[config.mk]
export PLATFORM = sky130hd
export DESIGN_NAME = fifo_wr_arb
export DESIGN_NICKNAME = d
export VERILOG_FILES = /design/src/rtl/fifo_wr_arb.sv
export SDC_FILE = /design/constraint.sdc
export NUM_CORES = 1
export LEC_CHECK = 0
export CAP_MARGIN = 20
export CORE_UTILIZATION = 32
export CTS_CLUSTER_DIAMETER = 150
export DETAILED_ROUTE_END_ITERATION = 8
export PLACE_DENSITY = 0.76
export SYNTH_ARGS = -nofsm -noshare
export SYNTH_HDL_FRONTEND = slang
export SYNTH_SLANG_ARGS = --single-unit
[constraint.sdc]
create_clock -name clk_w -period 1.54 [get_ports clk_w]
set_input_delay 0.231 -clock clk_w [delete_from_list [all_inputs] [get_ports clk_w]]
set_output_delay 0.231 -clock clk_w [all_outputs]
set_load 0.01 [all_outputs]
[src/rtl/fifo_wr_arb.sv]
// Round-robin burst arbiter sharing one FIFO write port between NUM_REQ producers.
// Optional full-stall counter enabled by defining FIFO_WR_ARB_STATS_EN.
module fifo_wr_arb #(
    parameter int NUM_REQ   = 4,
    parameter int DW        = 8,
    parameter int BURST_MAX = 4
) (
    input  logic                  clk_w,
    input  logic                  rst_w,
    input  logic [NUM_REQ-1:0]    req_valid,
    input  logic [NUM_REQ*DW-1:0] req_data,
    output logic [NUM_REQ-1:0]    req_ready,
    input  logic                  full,
    output logic                  en_w,
    output logic [DW-1:0]         data_w,
    output logic [NUM_REQ-1:0]    gnt,
    output logic                  busy,
    output logic [15:0]           stall_cnt
);

    localparam int IW = $clog2(NUM_REQ);
    localparam int BW = $clog2(BURST_MAX + 1);

    typedef enum logic {IDLE, GRANT} state_t;

    state_t               state_q, state_d;
    logic [IW-1:0]        idx_q, idx_d;
    logic [IW-1:0]        rr_ptr_q, rr_ptr_d;
    logic [BW-1:0]        beat_cnt_q, beat_cnt_d;
    logic [NUM_REQ-1:0]   gnt_q, gnt_d;
    logic                 busy_q, busy_d;

    logic [IW-1:0]        pick_idx;
    logic [IW-1:0]        cand;
    logic                 valid_g;
    logic                 beat;
    logic                 last_beat;

    assign valid_g   = req_valid[idx_q];
    assign beat      = (state_q == GRANT) && valid_g && !full;
    assign last_beat = (beat_cnt_q == BW'(BURST_MAX - 1));

    // Scan downward so the candidate closest to rr_ptr is the one left standing.
    always_comb begin
        pick_idx = rr_ptr_q;
        cand     = rr_ptr_q;
        for (int i = NUM_REQ - 1; i >= 0; i--) begin
            cand = IW'((int'(rr_ptr_q) + i) % NUM_REQ);
            if (req_valid[cand]) pick_idx = cand;
        end
    end

    always_comb begin
        state_d    = state_q;
        idx_d      = idx_q;
        rr_ptr_d   = rr_ptr_q;
        beat_cnt_d = beat_cnt_q;
        gnt_d      = gnt_q;
        busy_d     = busy_q;
        case (state_q)
            IDLE: begin
                if (|req_valid) begin
                    state_d    = GRANT;
                    idx_d      = pick_idx;
                    gnt_d      = NUM_REQ'(1) << pick_idx;
                    busy_d     = 1'b1;
                    beat_cnt_d = '0;
                end
            end
            GRANT: begin
                if (!valid_g || (beat && last_beat)) begin
                    state_d    = IDLE;
                    gnt_d      = '0;
                    busy_d     = 1'b0;
                    beat_cnt_d = '0;
                    rr_ptr_d   = IW'((int'(idx_q) + 1) % NUM_REQ);
                end else if (beat) begin
                    beat_cnt_d = beat_cnt_q + 1'b1;
                end
            end
            default: state_d = IDLE;
        endcase
    end

    always_ff @(posedge clk_w or posedge rst_w) begin
        if (rst_w) begin
            state_q    <= IDLE;
            idx_q      <= '0;
            rr_ptr_q   <= '0;
            beat_cnt_q <= '0;
            gnt_q      <= '0;
            busy_q     <= 1'b0;
        end else begin
            state_q    <= state_d;
            idx_q      <= idx_d;
            rr_ptr_q   <= rr_ptr_d;
            beat_cnt_q <= beat_cnt_d;
            gnt_q      <= gnt_d;
            busy_q     <= busy_d;
        end
    end

    // Write path is combinational so a beat lands in the FIFO the cycle it is accepted.
    assign req_ready = ((state_q == GRANT) && !full) ? gnt_q : '0;
    assign en_w      = beat;
    assign data_w    = beat ? req_data[idx_q*DW +: DW] : '0;
    assign gnt       = gnt_q;
    assign busy      = busy_q;

`ifdef FIFO_WR_ARB_STATS_EN
    logic [15:0] stall_cnt_q, stall_cnt_d;

    always_comb begin
        stall_cnt_d = stall_cnt_q;
        if ((state_q == GRANT) && valid_g && full && (stall_cnt_q != 16'hFFFF))
            stall_cnt_d = stall_cnt_q + 16'd1;
    end

    always_ff @(posedge clk_w or posedge rst_w) begin
        if (rst_w) stall_cnt_q <= '0;
        else       stall_cnt_q <= stall_cnt_d;
    end

    assign stall_cnt = stall_cnt_q;
`else
    assign stall_cnt = '0;
`endif

endmodule

==> impl_metrics.yaml <==
global_route:
  antenna_found_initial: 0
  grt_pass1_vias: 1155
  grt_pass1_wl_mm: 5.533
  overflow: 0
  grt_max_degree: 14
  grt_usage_pct: 20.72
worst_setup_path:
  crit_fanout: 6
  crit_arrival_ns: 1.72
  cp.required_ns: 1.31
  cp-end-kind: "primary output"
  worstSetupPathType: "register to primary output"
  crit_chain: "mux4_2 > buf_6 > and3_1 > buf_2"
  critical_path_buf_inv_count: 2
  start_kind: "register"
  critical-path-top-delay-family: "multiplexers"
  slowest_stage: "mux4_2"
  critical-path-max-stage-delay_ns: 0.60
synthesis:
  avgSynthCellArea_um2: 10.07
  synth_top_cell_area_share_pct: 29.38
  synth-seq-cells: 13
  syn_area_mm2: 0.001107
  syn_inst: 110
  ys_types: 36
  synth-edff-count: 0
  synth_largest_area_cell: "dfrtp_1"
  ys_async_sr_fraction_pct: 100.0
  synthTopCellsByArea: "dfrtp_1, mux4_2, buf_4, and3_1, and2_1"
  synth-main-ff-cell: "dfrtp_1"
  ys_warn_count: 0
  seq_area_frac_synth_pct: 29.38
layout:
  fin_nets: 233
  final_cell_mix: "clkdlybuf4s50_1, buf_6, conb_1"
  area_growth_pct: 80.79
  final_common_cell: "clkdlybuf4s50_1"
  drive_gt1_share_pct: 40.31
  diodes: 0
placed_design:
  hpwl_mm: 2.595
  globalplace.congestion: 0.7779
  io_buffers: 56
floorplanning:
  die_y_um: 60.83
  placementRows: 20
  dieArea_mm2: 0.003700
  design.core.area_mm2: 0.003178
  fp.dieW_um: 60.83
  start_util_pct: 34.84
  ios: 73
drt:
  drtPass1Iterations: 4
  routed_wl_mm: 3.737
  drc_errors: 0
  vias_per_cell: 4.813
  dr.first_iter.drc_count: 46
  via_count: 1131
  wire_per_inst_um: 15.90
  antenna_left: 0
sta:
  max_freq_ghz: 0.5119
  hold_ws_ns: 0.2826
  relSlewSlack_pct: 65.30
  fin_crit_ns: 1.953
  fin_skew_ns: 0.01027
  finalHoldViolCount: 0
  finalMaxSlewViolations: 0
  finalSetupTns_ns: -5.432
  rsz0062_at_grt: "true"
  period_share_pct: 126.8
  setup_viol: 20
  fin_ws_ns: -0.4134
  tightest_slew_ns: 0.5199
power_and_ir_drop:
  ir_drop_v: 0.0007894
  seqPwrFrac_pct: 20.1
  p_int_mw: 1.854
  power_mw: 3.048
  clockPowerShare_pct: 7.1
  p_switching_mw: 1.194
  power.density_cell_area_mw_per_mm2: 1522
  combPwrFrac_pct: 72.9
  switching_share_pct: 39.16
  leakagePower_nw: 0.9414
clock_tree:
  clock-sinks: 13
  cts_max_level: 1
  clk_latency_ns: 0.28
  clockBufferDepth: 2
  cts_made_buffers: 3
  clkTransAtPathRegs_ns: 0.09
  cts-root-buf: "clkbuf_4"
  cts_tree: "yes"
run:
  cap_violations: 0
run_status:
  violations: "negative setup slack"
  status: "complete, but fails checks"
min_path:
  hold_path.class: "primary input to async pin"
cell usage after synthesis, types with 2 or more instances:
master	n
buf_4	16
dfrtp_1	13
mux4_2	9
and3_1	8
nor2_1	8
and2_1	6
inv_1	5
nand2_1	4
a21oi_1	3
nor2b_1	3
o21ai_0	3
o2bb2ai_1	3
a22o_1	2
buf_2	2
clkbuf_1	2
ha_1	2
nand3_1	2
layer usage:
layer | vias up | GRT usage, % | part of all wire [%] | wire length [µm]
li1 | 532 | - | - | -
met1 | 555 | 24.10 | 39 | 1454
met2 | 40 | 38.62 | 55 | 2072
met3 | 4 | 3.625 | 5.0 | 187
met4 | 0 | 6.169 | 0.59 | 22
met5 | - | 0 | 0 | 0
cell families after synthesis:
family | after synthesis | synth area share [%]
AO/OA/AOI/OAI | 18 | 12.43
multiplexers | 10 | 19.32
buffers and inverters | 25 | 14.13
AND/OR/NAND/NOR | 39 | 20.57
other | 1 | 0.3387
XOR/XNOR | 2 | 1.582
flip-flops | 13 | 29.38
adder cells (fa/ha/maj) | 2 | 2.260
power groups by stage:
stage | sequential [mW] | combinational [mW] | clock, mW
2_1_floorplan | 0.625 | 0.930 | 0
3_3_place_gp | 0.599 | 1.67 | 0
3_5_place_dp | 0.605 | 1.72 | 0
4_1_cts | 0.601 | 1.92 | 0.218
5_1_grt | 0.626 | 2.36 | 0.240
6_report | 0.611 | 2.22 | 0.215
flip-flops by register name, summed over array words and instances, names as in the netlist:
| signal | flops |
|---|---|
| rr_ptr_q | 2 |
| idx_q | 2 |
| beat_cnt_q | 3 |
| gnt | 4 |
| busy | 1 |
| state_q | 1 |
through the flow:
stage | std cells | area [µm²] | worst slack, ns | utilization, %
4_1_cts | 233 | 1871 | -0.3983 | 58.86
6_report | 235 | 2002 | -0.4134 | 62.99
5_1_grt | 235 | 2002 | -0.4554 | 62.99
3_3_place_gp | 223 | 1789 | -0.6052 | 56.30
2_1_floorplan | 125 | 1166 | 0.02462 | -
3_5_place_dp | 223 | 1789 | -0.6259 | 56.30
cell type report:
cell class / count / area (µm²)
Tap cell: 44 / 55.05
Timing Repair Buffer: 82 / 788.3
Clock inverter: 1 / 5.005
Sequential cell: 13 / 325.3
Inverter: 5 / 18.77
Fill cell: 257 / 1176
Clock buffer: 3 / 22.52
Multi-Input combinational cell: 87 / 787.0
what timing repair did:
action | 4_1_cts | 5_1_grt
buffers inserted | 6 | 3
hold buffers | 0 | 0
hold endpoints to repair | 0 | 0
pin swaps | 4 | 3
endpoints found under the setup margin | 22 | 23
gates resized for setup | 69 | 29
path summary, 6_finish.rpt:
check	start	endpoint	slack, ns	cells past startpoint
setup / recovery	idx_q[1]	data_w[5]	-0.41	4
hold / removal	rst_w	gnt[3]	0.28	2
setup reg to reg	idx_q[1]	gnt[1]	-0.28	6
hold reg to reg	beat_cnt_q[2]	beat_cnt_q[2]	0.51	2
max in group asynchronous	rst_w	gnt[1]	0.90	2
min in group clk_w	beat_cnt_q[2]	beat_cnt_q[2]	0.51	2
Power figures use the tool's default switching activity.
